## src/rtl/pc_fetch_sequencer.sv

```systemverilog
// Fetch-PC owner and instruction-memory request sequencer for the front end.
// Applies branch-unit redirects, discards wrong-path responses and flushes IF/ID.
module pc_fetch_sequencer #(
  parameter int unsigned      WIDTH    = 32,
  parameter logic [WIDTH-1:0] RESET_PC = '0
) (
  input  logic             clock,
  input  logic             reset,
  input  logic [1:0]       action,
  input  logic [WIDTH-1:0] target,
  input  logic             stall,
  output logic             imem_req,
  output logic [WIDTH-1:0] imem_addr,
  input  logic             imem_ready,
  input  logic             imem_valid,
  input  logic [31:0]      imem_data,
  output logic             instr_valid,
  output logic [31:0]      instr,
  output logic [WIDTH-1:0] instr_pc,
  output logic             flush,
  output logic             misalign
);

  localparam int unsigned INSTR_W = 32;

  typedef enum logic [1:0] {
    ST_REQ   = 2'd0,
    ST_WAIT  = 2'd1,
    ST_HOLD  = 2'd2,
    ST_DRAIN = 2'd3
  } state_t;

  state_t               state_q, state_d;
  logic [WIDTH-1:0]     fetch_pc_q, fetch_pc_d;
  logic [INSTR_W-1:0]   instr_q, instr_d;
  logic [WIDTH-1:0]     instr_pc_q, instr_pc_d;
  logic                 instr_valid_q, instr_valid_d;
  logic                 flush_q, flush_d;
  logic                 misalign_q, misalign_d;
  logic                 imem_req_q, imem_req_d;
  logic                 redirect;

  assign redirect = (action == 2'd2) || (action == 2'd3);

  // State and datapath registers
  always_ff @(posedge clock) begin
    if (reset) begin
      state_q       <= ST_REQ;
      fetch_pc_q    <= RESET_PC;
      instr_q       <= '0;
      instr_pc_q    <= '0;
      instr_valid_q <= 1'b0;
      flush_q       <= 1'b0;
      misalign_q    <= 1'b0;
      imem_req_q    <= 1'b1;
    end else begin
      state_q       <= state_d;
      fetch_pc_q    <= fetch_pc_d;
      instr_q       <= instr_d;
      instr_pc_q    <= instr_pc_d;
      instr_valid_q <= instr_valid_d;
      flush_q       <= flush_d;
      misalign_q    <= misalign_d;
      imem_req_q    <= imem_req_d;
    end
  end

  // Next state; a redirect overrides stall and normal sequencing in every state
  always_comb begin
    state_d       = state_q;
    fetch_pc_d    = fetch_pc_q;
    instr_d       = instr_q;
    instr_pc_d    = instr_pc_q;
    instr_valid_d = instr_valid_q;
    flush_d       = 1'b0;
    misalign_d    = 1'b0;

    if (redirect) begin
      fetch_pc_d    = {target[WIDTH-1:2], 2'b00};
      flush_d       = 1'b1;
      misalign_d    = |target[1:0];
      instr_valid_d = 1'b0;
      // An accepted-but-unanswered request must be drained before reissuing
      case (state_q)
        ST_REQ:   state_d = imem_ready ? ST_DRAIN : ST_REQ;
        ST_WAIT:  state_d = imem_valid ? ST_REQ : ST_DRAIN;
        ST_HOLD:  state_d = ST_REQ;
        ST_DRAIN: state_d = imem_valid ? ST_REQ : ST_DRAIN;
        default:  state_d = ST_REQ;
      endcase
    end else begin
      case (state_q)
        ST_REQ: begin
          if (imem_ready) state_d = ST_WAIT;
        end
        ST_WAIT: begin
          if (imem_valid) begin
            instr_d       = imem_data;
            instr_pc_d    = fetch_pc_q;
            fetch_pc_d    = fetch_pc_q + WIDTH'(4);
            instr_valid_d = 1'b1;
            state_d       = ST_HOLD;
          end
        end
        ST_HOLD: begin
          if (!stall) begin
            instr_valid_d = 1'b0;
            state_d       = ST_REQ;
          end
        end
        ST_DRAIN: begin
          if (imem_valid) state_d = ST_REQ;
        end
        default: state_d = ST_REQ;
      endcase
    end
  end

  assign imem_req_d = (state_d == ST_REQ);

  assign imem_req    = imem_req_q;
  assign imem_addr   = fetch_pc_q;
  assign instr_valid = instr_valid_q;
  assign instr       = instr_q;
  assign instr_pc    = instr_pc_q;
  assign flush       = flush_q;
  assign misalign    = misalign_q;

endmodule

```

## config.mk

```make
export PLATFORM = sky130hd
export DESIGN_NAME = pc_fetch_sequencer
export DESIGN_NICKNAME = d
export VERILOG_FILES = /design/src/rtl/pc_fetch_sequencer.sv
export SDC_FILE = /design/constraint.sdc
export NUM_CORES = 1
export LEC_CHECK = 0
export BUFFER_PORTS_ARGS = -buffer_cell sky130_fd_sc_hd__buf_2
export CAP_MARGIN = 0
export CELL_PAD_IN_SITES_DETAIL_PLACEMENT = 0
export CELL_PAD_IN_SITES_GLOBAL_PLACEMENT = 1
export CORE_UTILIZATION = 36
export CTS_BUF_LIST = sky130_fd_sc_hd__clkbuf_16
export CTS_CLUSTER_SIZE = 12
export DETAILED_ROUTE_END_ITERATION = 8
export PLACE_DENSITY_LB_ADDON = 0.2
export RECOVER_POWER = 50
export SYNTH_ARGS = -nofsm -noshare
export SYNTH_HDL_FRONTEND = slang
export SYNTH_SLANG_ARGS = --single-unit
```

## constraint.sdc

```tcl
create_clock -name clock -period 4.6 [get_ports clock]
set_input_delay 0.23 -clock clock [delete_from_list [all_inputs] [get_ports clock]]
set_output_delay 0.23 -clock clock [all_outputs]
set_load 0.05 [all_outputs]
```

# Word level (Yosys, flattened, before mapping)
# Cells that the tools add are included.
[word_totals]
register_bits = 102
input_bits = 71
output_inout_bits = 100
word_cells = 48
[op_classes]
addsub = 1
eq_ne = 7
n_mux = 16
bitwise = 1
n_reduce_logical = 14
[op_table]
columns = ["cell", "count"]
rows = [
  ["two-way mux 32 bit", 3],
  ["adder 32 x 3 -> 32 bit (second input constant)", 1],
  ["two-way mux 2 bit", 7],
  ["equality test 2 bit (second input constant)", 4],
  ["one-hot mux 2 bit (4 select lines)", 1],
  ["OR reduction 2 bit", 4],
  ["one-hot mux 2 bit (3 select lines)", 1],
  ["AND reduction 3 bit", 2],
  ["nonzero test 2 bit", 3],
  ["zero test 2 bit", 2],
  ["inequality test 2 bit (second input constant)", 2],
  ["AND reduction 2 bit", 2],
  ["two-way mux 1 bit", 3],
  ["equality test 2 x 1 -> 1 bit (second input constant)", 1],
  ["one-hot mux 1 bit (2 select lines)", 1],
  ["logical OR 1 bit", 1],
  ["inverter 1 bit", 1],
]

# Longest topological paths before layout
# Gate-level depths: netlist of run 1.
[depth]
word_depth = 5
depth_mapped = 7
mapped_depth_nobuf = 5

# Least setup slack after synthesis of run 1
# No wires, ideal clock.
[synth_timing]
path_kind = "flip-flop to flip-flop"
from = "register fetch_pc_q[2], in the netlist imem_addr[2]"
to = "register fetch_pc_q[18], in the netlist imem_addr[18]"
setup_time_ns = 0.074
arrival_ns = 2.249
path_slack_ns = 2.277
stages_incl_launch_ff = 7
cell_sequence = "dfxtp_1 > ha_1 > nand3_1 > or4_1 > clkbuf_1 > or4_1 > a31oi_1"
[synth_between]
elab_chain_len = 4
[synth_rtl]
columns = ["item", "line", "rtl"]
rows = [
  ["start: declaration", "34", "logic [WIDTH-1:0] fetch_pc_q, fetch_pc_d;"],
  ["start signal: assignment", "58", "fetch_pc_q <= fetch_pc_d;"],
  ["adder 32 x 3 -> 32 bit", "100", "fetch_pc_d = fetch_pc_q + WIDTH'(4);"],
  ["two-way mux 32 bit", "97", "if (imem_valid) begin"],
  ["two-way mux 32 bit", "92", "case (state_q)"],
  ["two-way mux 32 bit", "78", "if (redirect) begin"],
]
# Every way passes these cells. The select of a mux whose other input is x is not followed.
# A chain may end at the register's enable or synchronous reset.

# Worst setup path in the final report of run 1
[layout_timing]
from = "register state_q[0]"
to = "register instr_q[18], in the netlist instr[18]"
[layout_between]
elab_chain_len = 2
[layout_rtl]
columns = ["item", "line", "rtl"]
rows = [
  ["start: declaration", "33", "state_t state_q, state_d;"],
  ["start signal: assignment", "57", "state_q <= state_d;"],
  ["equality test 2 x 1 -> 1 bit", "92", ""],
  ["AND reduction 3 bit (no line)", "--", ""],
  ["end signal: assignment", "59", "instr_q <= instr_d;"],
  ["end: declaration", "35", "logic [INSTR_W-1:0] instr_q, instr_d;"],
]
# Every way passes these cells.

==> qor.txt, run 1 <==
Largest cells by area after synthesis: dfxtp_1 (47%), nand2_1 (13%), a21oi_1 (8.3%), a311oi_1 (2.9%), nor2_1 (2.9%)
Minimum clock period: 2590 ps
Die Wd: 110 um
CTS tree: done
Post-synth top area cell: dfxtp_1
FF+latch count, synth: 98
Clk root buf: clkbuf_16
Max Fanout on Critical Path: 36
Data required time of the critical path: 4830 ps
Worst IR Drop VDD: 0.214 mV
Clk_skew: 3.88 ps
Number of global-route vias before repair: 3689
Max Freq: 386 MHz
Input/output buffers: 165
Largest net degree at the start of global routing: 96
Die area: 0.0120 mm2
Sw Share: 0.295
Outcome: finished, violations left
Leakage power total: 1.85 nW
Pwr/cell area: 356 mW/mm2
Die height: 110 um
Post-synthesis mux area share: 0
Post-detail-place hpwl: 8.07 mm
CP Cell Sequence: nand3b_1 -> nor2_4 -> buf_4 -> nand2_1 -> a21oi_1
Synth Flop Type: dfxtp_1
CTS Hold Bufs: 0
Post-cts gate resize count: 0
CTS buffer count: 9
Post-synthesis simple-gate area fraction: 0.274
Gp weighted congestion: 0.772
Xor and xnor area share after synthesis: 0.0210
Layout Nets: 749
Initial antenna violation count: 0
Post-synth EDFFs: 0
Internal power: 1.30 mW
Detailed-route wire length per cell: 14.5 um
Max_cap viols: 1
Async SR Flop Fraction: 0
Drt total wl: 11.9 mm
CTS H-tree depth: 3
Setup Crit Path Kind: reg -> reg
Total power: 1.85 mW
Layout cells sized above 1: 0.138
Drt drc: 0
Synthesized cell area: 0.00418 mm2
Clk_lat worst skew: 340 ps
Seq/Total Area, Yosys: 0.470
CP max stage cell: nor2_4
Worst EP arrival: 2820 ps
CP endpoint kind: flop
Post-Synth Adder-Cell Area: 0.00300
Most instantiated cells after synthesis: nand2_1 (142), dfxtp_1 (98), a21oi_1 (69)
# setup viols final: 0
Final worst-path cycle share: 0.563
RSZ-0062 raised after global routing: no
Vias: 4145
First-pass GRT wire length: 18.2 mm
Flop pwr share: 0.500
Compound-Gate Fraction of Synth Area: 0.180
Initial Util: 0.377
Hold Crit Class: in -> reg
Synth top area share: 0.470
GRT overflow: 0
Switch Pwr: 545 uW
GRT Overall Usage: 0.197
Drt first pass iters: 5
Syn_area_per_cell: 7.83 um2
Postcts setup bufs: 0
Max clock buf depth: 2
Tightest Pin Transition: 1990 ps
Synth Instances: 533
Core region area: 0.0111 mm2
Most common cell in the netlist: nand2_1
Relative slew slack: -0.328
Worst hold margin: 96.2 ps
Clk network pwr share: 0.356
Logic pwr share: 0.144
CP peak stage delay: 870 ps
Largest family of logic cells by synthesized area: simple AND/OR/NAND/NOR gates
Clk pin slew, worst setup/hold paths: 60 ps
Number of distinct library cells after synthesis: 41
Row cnt: 38
Drt first-iter violations: 313
Syn-to-layout area delta: 24.4%
Ports: 171
ANT nets after route: 0
Setup TNS: 0 ps
Failing checks: max-capacitance violations, max-slew violations
Synth Warn #: 0
Clk sinks: 98
Avg Vias per Cell: 5.04
Hold Fails Final Rpt: 0
Max Slew Vio Count: 96
Crit path launch type: flop
## layout by cell type, fill, tap and decap left out, types with 8 or more instances in the layout
cell type,count
nand2_1,141
dfxtp_1,98
clkbuf_1,92
buf_2,72
a21oi_1,69
nor2_1,31
inv_1,14
a311oi_1,14
nand3_1,13
and3_1,11
nand4_1,10
a211oi_1,10
clkbuf_16,9
a2111oi_0,8
## critical path, delay by kind of cell, from the launching register on
kind                   cells  cell delay [ps]
buffers and inverters      1              420
and+or+nand+nor            3             1480
AOI/OAI and AO/OA          1              120
DFF                        1              450
## power by group through the flow
stage | Combinational, mW | Clock [mW] | Sequential [mW]
floorplan | 0.0956 | 0 | 1.03
global placement | 0.272 | 0 | 0.941
detailed placement | 0.274 | 0 | 0.942
CTS | 0.275 | 0.683 | 0.923
global route | 0.287 | 0.722 | 0.931
finish | 0.265 | 0.659 | 0.925
## worst paths after layout
check / depth (start not counted) / startpoint / slack, ps / to
setup reg to reg: 5 / state_q[0]$_SDFF_PP0_ / 2010 / instr[18]$_SDFFE_PP0P_
hold reg to reg: 2 / instr[4]$_SDFFE_PP0P_ / 450 / instr[4]$_SDFFE_PP0P_
hold / removal: 3 / target[0] / 100 / misalign$_SDFF_PP0_
setup / recovery: 5 / state_q[0]$_SDFF_PP0_ / 2010 / instr[18]$_SDFFE_PP0P_
## stage by stage
step                      instance area, um2   util  setup slack [ps]  instances
after floorplan                         4190      -              2280        536
after CTS                               5310  0.479              1970        822
final                                   5190  0.469              2010        823
after global placement                  5060  0.456              2040        806
after detailed placement                5060  0.456              1990        806
after global routing                    5190  0.469              1690        822
## logic make-up (layout without fill, tap and decap cells)
logic type / count (synthesis) / count (layout)
adder cells (fa/ha/maj): 1 / 1
buffers and inverters: 50 / 196
flip-flops: 98 / 98
AO/OA/AOI/OAI: 122 / 122
other: 1 / 5
AND/OR/NAND/NOR: 251 / 251
XOR/XNOR: 10 / 10
## sequential cells by signal, indices dropped and copies added, names as in the netlist
name / count
instr: 32
imem_addr: 30
instr_pc: 30
state_q: 2
flush: 1
imem_req: 1
instr_valid: 1
misalign: 1
## layout make-up
type / instances / area (um2)
flip-flops and latches: 98 / 1960
clock inverters: 7 / 28.8
diodes: 1 / 2.50
multi-input cells: 388 / 2020
clock buffers: 9 / 225
well taps: 140 / 175
inverters: 12 / 45.0
fillers: 1181 / 5880
repair buffers: 168 / 733
## routing by layer
layer,global-route usage,wire length (um),vias up
li1,-,-,2142
met1,0.262,5720,1863
met2,0.305,5290,130
met3,0.0456,772,10
met4,0.0829,136,0
met5,0,0,-
No activity file was read; power rests on OpenSTA's default activity.
==> run 2: changes to the inputs <==
--- a/config.mk
+++ b/config.mk
@@ -9,7 +9,7 @@
 export CAP_MARGIN = 0
 export CELL_PAD_IN_SITES_DETAIL_PLACEMENT = 0
 export CELL_PAD_IN_SITES_GLOBAL_PLACEMENT = 1
-export CORE_UTILIZATION = 36
+export CORE_UTILIZATION = 34
 export CTS_BUF_LIST = sky130_fd_sc_hd__clkbuf_16
 export CTS_CLUSTER_SIZE = 12
 export DETAILED_ROUTE_END_ITERATION = 8
==> constraint.sdc (replaced) <==
create_clock -name clock -period 2.6 [get_ports clock]
set_input_delay 0.13 -clock clock [delete_from_list [all_inputs] [get_ports clock]]
set_output_delay 0.13 -clock clock [all_outputs]
set_load 0.05 [all_outputs]
==> qor.txt, run 2 (synthesis results as in run 1) <==
Outcome: complete, no violations
CTS tree: done
Initial antenna violation count: 0 (unchanged)
CTS Hold Bufs: 2 (+2)
Die area: 0.0127 mm2 (+5.8%)
Tightest Pin Transition: 1180 ps (-812 ps)
Ports: 171 (unchanged)
Leakage power total: 1.91 nW (+3.4%)
Post-Layout Cell Count: 839 (+1.9%)
Hold Fails Final Rpt: 0 (unchanged)
Post-detail-place hpwl: 8.39 mm (+4.1%)
Hold Crit Class: in -> reg
Drt first-iter violations: 245 (-22%)
Clk_skew: 7.18 ps (+3.30 ps)
Max FFs per register: 32 (unchanged)
Worst IR Drop VDD: 0.312 mV (+45%)
Initial Util: 0.348 (-0.0293)
Clk_lat worst skew: 340 ps (about the same)
Switch Pwr: 1.00 mW (+84%)
Total power: 3.43 mW (+86%)
Max Slew Vio Count: 0 (-100%)
GRT overflow: 0 (unchanged)
Max Fanout on Critical Path: 7 (-81%)
CTS buffer count: 9 (unchanged)
ANT cells: 0 (-1)
Max_cap viols: 0 (-1)
Die Wd: 113 um (+2.8%)
FF-to-FF path depth: 5 (unchanged)
Max clock buf depth: 2 (unchanged)
Layout Nets: 759 (+1.3%)
Postcts setup bufs: 0 (unchanged)
Flop pwr share: 0.476 (-0.024)
Internal power: 2.43 mW (+86%)
Drt total wl: 12.1 mm (+1.3%)
Core region area: 0.0120 mm2 (+8.4%)
CP endpoint kind: flop
Commonest non-fill, non-tap cell in the layout: nand2_1
Drt first pass iters: 4 (-1)
Syn-to-layout area delta: 27.5%
Commonest non-fill, non-tap cells in the layout: nand2_1 (141), dfxtp_1 (98), clkbuf_1 (91)
Max Freq: 458 MHz (+19%)
Fillers: 1289 (+9.1%)
Logic pwr share: 0.141 (-0.003)
Data required time of the critical path: 2870 ps (-1960 ps)
Relative slew slack: 0.213 (+0.541)
ANT nets after route: 0 (unchanged)
WHS Path Cells: 3 (unchanged)
First-pass GRT wire length: 19.2 mm (+5.4%)
Input/output buffers: 165 (unchanged)
Avg Vias per Cell: 5.01 (-0.61%)
Utilization after layout: 0.443 (-0.0256)
Detailed-route wire length per cell: 14.4 um (-0.66%)
Worst hold margin: 17.6 ps (-78.6 ps)
Drt drc: 0 (unchanged)
Setup TNS: 0 ps (unchanged)
Number of global-route vias before repair: 3854 (+4.5%)
Clk network pwr share: 0.383 (+0.027)
Largest net degree at the start of global routing: 57 (-41%)
Clk pin slew, worst setup/hold paths: 70 ps (about the same)
CTS H-tree depth: 3 (unchanged)
Final worst-path cycle share: 0.839 (+0.277)
Sw Share: 0.292 (-0.00299)
# setup viols final: 0 (unchanged)
Gp weighted congestion: 0.755 (-2.2%)
Crit path launch type: flop
Worst EP arrival: 2450 ps (-370 ps)
Placed cell count: 821 (+1.9%)
Minimum clock period: 2180 ps (-406 ps)
RSZ-0062 raised after global routing: no
Row cnt: 40 (+5.3%)
Vias: 4200 (+1.3%)
Post-cts gate resize count: 0 (unchanged)
Pwr/cell area: 644 mW/mm2 (+81%)
Die height: 113 um (+2.8%)
Clk root buf: clkbuf_16
Layout cells sized above 1: 0.155 (+0.0168)
Clk sinks: 98 (unchanged)
GRT Overall Usage: 0.191 (-0.00597)
Setup Crit Path Kind: reg -> reg
==> run 2: through the flow <==
stage / cell area [um2] / setup slack [ps]
after floorplan: 4190 / 277
after global placement: 5120 / 493
after detailed placement: 5120 / 437
after CTS: 5440 / 421
after global routing: 5330 / 219
final: 5330 / 417
==> run 2: worst paths after layout <==
path / slack, ps / startpoint / endpoint
max: 420 / imem_addr[2]$_SDFFE_PP0P_ / imem_addr[18]$_SDFFE_PP0P_
max reg2reg: 420 / imem_addr[2]$_SDFFE_PP0P_ / imem_addr[18]$_SDFFE_PP0P_
min: 20 / imem_data[29] / instr[29]$_SDFFE_PP0P_
min reg2reg: 450 / instr[1]$_SDFFE_PP0P_ / instr[1]$_SDFFE_PP0P_
==> run 2: power groups by stage <==
stage          Combinational [mW]  Sequential (mW)  Clock, mW
3_3_place_gp                0.494             1.66          0
6_report                    0.484             1.63       1.31
3_5_place_dp                0.498             1.66          0
4_1_cts                     0.502             1.63       1.37
2_1_floorplan               0.169             1.83          0
5_1_grt                     0.521             1.64       1.43
==> run 2: area by class of cell <==
| type | count | area, um2 | area share |
|---|---|---|---|
| Clock buffer | 9 | 225 | 0.0423 |
| Inverter | 12 | 45.0 | 0.00846 |
| Tap cell | 147 | 184 | 0.0345 |
| Multi-Input combinational cell | 388 | 2020 | 0.380 |
| Clock inverter | 7 | 71.3 | 0.0134 |
| Sequential cell | 98 | 1960 | 0.368 |
| Timing Repair Buffer | 178 | 815 | 0.153 |
==> run 2: worst max-delay path, stage by stage, from the launching register on <==
cell and delay (ps):
dfxtp_1 460, ha_1 250, nand3_1 190, or4_1 600, or4_1 440, a31oi_1 160
==> run 2: per-layer routing <==
layer / wire (um) / GRT usage / vias to the layer above / part of all wire
li1: - / - / 2159 / -
met1: 5600 / 0.248 / 1903 / 0.46
met5: 0 / 0 / - / 0
met2: 5780 / 0.308 / 136 / 0.48
met4: 42 / 0.0818 / 0 / 0.0035
met3: 654 / 0.0396 / 2 / 0.054
==> run 3: changes to the inputs <==
==> constraint.sdc (replaced) <==
create_clock -name clock -period 2.25 [get_ports clock]
set_input_delay 0.1125 -clock clock [delete_from_list [all_inputs] [get_ports clock]]
set_output_delay 0.1125 -clock clock [all_outputs]
set_load 0.05 [all_outputs]
==> qor.txt, run 3 (synthesis results as in run 1) <==
Hold Fails Final Rpt: 0 (unchanged)
Crit Reg-Reg Endpoint: imem_addr[18]$_SDFFE_PP0P_
CP max stage cell: or4_1
GRT Overall Usage: 0.197 (+0.00565)
Setup Crit Path Kind: reg -> reg
Syn-to-layout area delta: 35.0%
Pwr/cell area: 721 mW/mm2 (+12%)
Core region area: 0.0120 mm2 (unchanged)
ANT nets after route: 0 (unchanged)
Drt total wl: 12.2 mm (+1.4%)
Sw Share: 0.279 (-0.0129)
FF-to-FF path depth: 5 (unchanged)
Logic pwr share: 0.147 (+0.006)
Row cnt: 40 (unchanged)
Drt drc: 0 (unchanged)
ANT cells: 0 (unchanged)
CTS buffer count: 9 (unchanged)
Crit path from: imem_addr[2]$_SDFFE_PP0P_
Post-cts gate resize count: 0 (unchanged)
Clk root buf: clkbuf_16
Input/output buffers: 165 (unchanged)
Max_cap viols: 0 (unchanged)
Initial Util: 0.348 (unchanged)
Utilization after layout: 0.469 (+0.0260)
Initial antenna violation count: 0 (unchanged)
R2r setup slk: 180 ps (-240 ps)
Max FFs per register: 32 (unchanged)
Max clock buf depth: 2 (unchanged)
Commonest non-fill, non-tap cell in the layout: nand2_1
First-pass GRT wire length: 19.9 mm (+3.7%)
Cell mode on critical path: or4_1
Crit path launch type: flop
Max Slew Vio Count: 0 (unchanged)
Largest net degree at the start of global routing: 44 (-23%)
Relative slew slack: 0.393 (+0.179)
Drt first pass iters: 6 (+2)
Switch Pwr: 1.13 mW (+13%)
Max Freq: 483 MHz (+5.3%)
Leakage power total: 2.06 nW (+7.7%)
Drt first-iter violations: 249 (+1.6%)
Detailed-route wire length per cell: 14.1 um (-2.1%)
CP endpoint kind: flop
Setup ws final: 178 ps (-239 ps)
Layout Nets: 790 (+4.1%)
Worst IR Drop VDD: 0.359 mV (+15%)
CTS H-tree depth: 3 (unchanged)
Die area: 0.0127 mm2 (unchanged)
Avg Vias per Cell: 5.01 (about the same)
RSZ-0062 raised after global routing: no
Final worst-path cycle share: 0.921 (+0.0814)
Clk network pwr share: 0.390 (+0.007)
Postcts setup bufs: 0 (unchanged)
Post-detail-place hpwl: 8.60 mm (+2.5%)
Clk sinks: 98 (unchanged)
Reg2reg start: imem_addr[2]$_SDFFE_PP0P_
Gp weighted congestion: 0.794 (+5.1%)
Outcome: complete, no violations
CP peak stage delay: 600 ps (about the same)
Clk pin slew, worst setup/hold paths: 60 ps (about the same)
Fillers: 1267 (-1.7%)
Clk_skew: 4.86 ps (-2.32 ps)
Clk_lat worst skew: 350 ps (about the same)
Tightest Pin Transition: 911 ps (-269 ps)
Layout cells sized above 1: 0.161 (+0.00604)
Setup TNS: 0 ps (unchanged)
Flop pwr share: 0.463 (-0.013)
CTS tree: done
Worst setup path end: imem_addr[18]$_SDFFE_PP0P_
CP Cell Sequence: ha_1 -> nand3_1 -> or4_1 -> or4_1 -> a31oi_1
Data required time of the critical path: 2530 ps (-340 ps)
Number of global-route vias before repair: 4087 (+6.0%)
Commonest non-fill, non-tap cells in the layout: nand2_1 (141), dfxtp_1 (93), clkbuf_1 (91)
Die height: 113 um (unchanged)
Vias: 4350 (+3.6%)
Worst EP arrival: 2350 ps (-100 ps)
Internal power: 2.93 mW (+21%)
Minimum clock period: 2070 ps (-111 ps)
Max Fanout on Critical Path: 7 (unchanged)
Die Wd: 113 um (unchanged)
Ports: 171 (unchanged)
# setup viols final: 0 (unchanged)
Hold Crit Class: in -> reg
GRT overflow: 0 (unchanged)
Pre-CTS setup slack: 207 ps (-231 ps)
==> run 3: critical path: cells and delay by family, from the launching register on <==
kind | cells | cell delay (ps)
AOI/OAI and AO/OA | 1 | 160
adders and majority gates | 1 | 210
DFF | 1 | 400
and+or+nand+nor | 3 | 1210
==> run 3: layout make-up <==
| cell class | count | area, um2 | area share |
|---|---|---|---|
| Multi-Input combinational cell | 388 | 2020 | 0.359 |
| Timing Repair Buffer | 209 | 1120 | 0.198 |
| Clock buffer | 9 | 225 | 0.0399 |
| Clock inverter | 6 | 75.1 | 0.0133 |
| Inverter | 12 | 45.0 | 0.00799 |
| Sequential cell | 98 | 1970 | 0.349 |
| Tap cell | 147 | 184 | 0.0326 |
==> run 3: through the flow <==
stage	hold WS, ps	instance area (um2)	instances	total power, mW
floorplan	228	4190	536	2.31
global placement	317	5200	829	2.50
detailed placement	341	5200	829	2.51
CTS	0.255	5750	869	4.13
global route	11.1	5640	869	4.24
finish	10.1	5640	869	4.07
==> run 3: layer usage <==
metal | track usage | part of all wire | vias up
met5 | 0 | 0 | -
met4 | 0.0853 | 0.020 | 0
met3 | 0.0359 | 0.045 | 16
met2 | 0.328 | 0.46 | 122
met1 | 0.249 | 0.47 | 1987
li1 | - | - | 2225
==> run 3: power by group through the flow <==
stage | Sequential [mW] | Combinational, mW | Clock, mW
6_report | 1.88 | 0.598 | 1.58
5_1_grt | 1.90 | 0.640 | 1.70
4_1_cts | 1.88 | 0.618 | 1.63
3_5_place_dp | 1.92 | 0.584 | 0
3_3_place_gp | 1.92 | 0.580 | 0
2_1_floorplan | 2.11 | 0.195 | 0
==> run 3: timing repair <==
action                     in CTS  in global routing
hold buffers                   25                  0
setup endpoints to repair       0                  0
hold endpoints to repair       24                  0
==> run 3: how the worst min path moves through the flow <==
| stage | start | to | slack (ps) | depth (start not counted) |
|---|---|---|---|---|
| floorplan | target[0] | misalign$_SDFF_PP0_ | 230 | 2 |
| global placement | target[0] | misalign$_SDFF_PP0_ | 320 | 3 |
| detailed placement | target[0] | misalign$_SDFF_PP0_ | 340 | 3 |
| CTS | imem_data[26] | instr[26]$_SDFFE_PP0P_ | 0.3 | 3 |
| global route | imem_data[20] | instr[20]$_SDFFE_PP0P_ | 10 | 3 |
| finish | imem_data[26] | instr[26]$_SDFFE_PP0P_ | 10 | 3 |
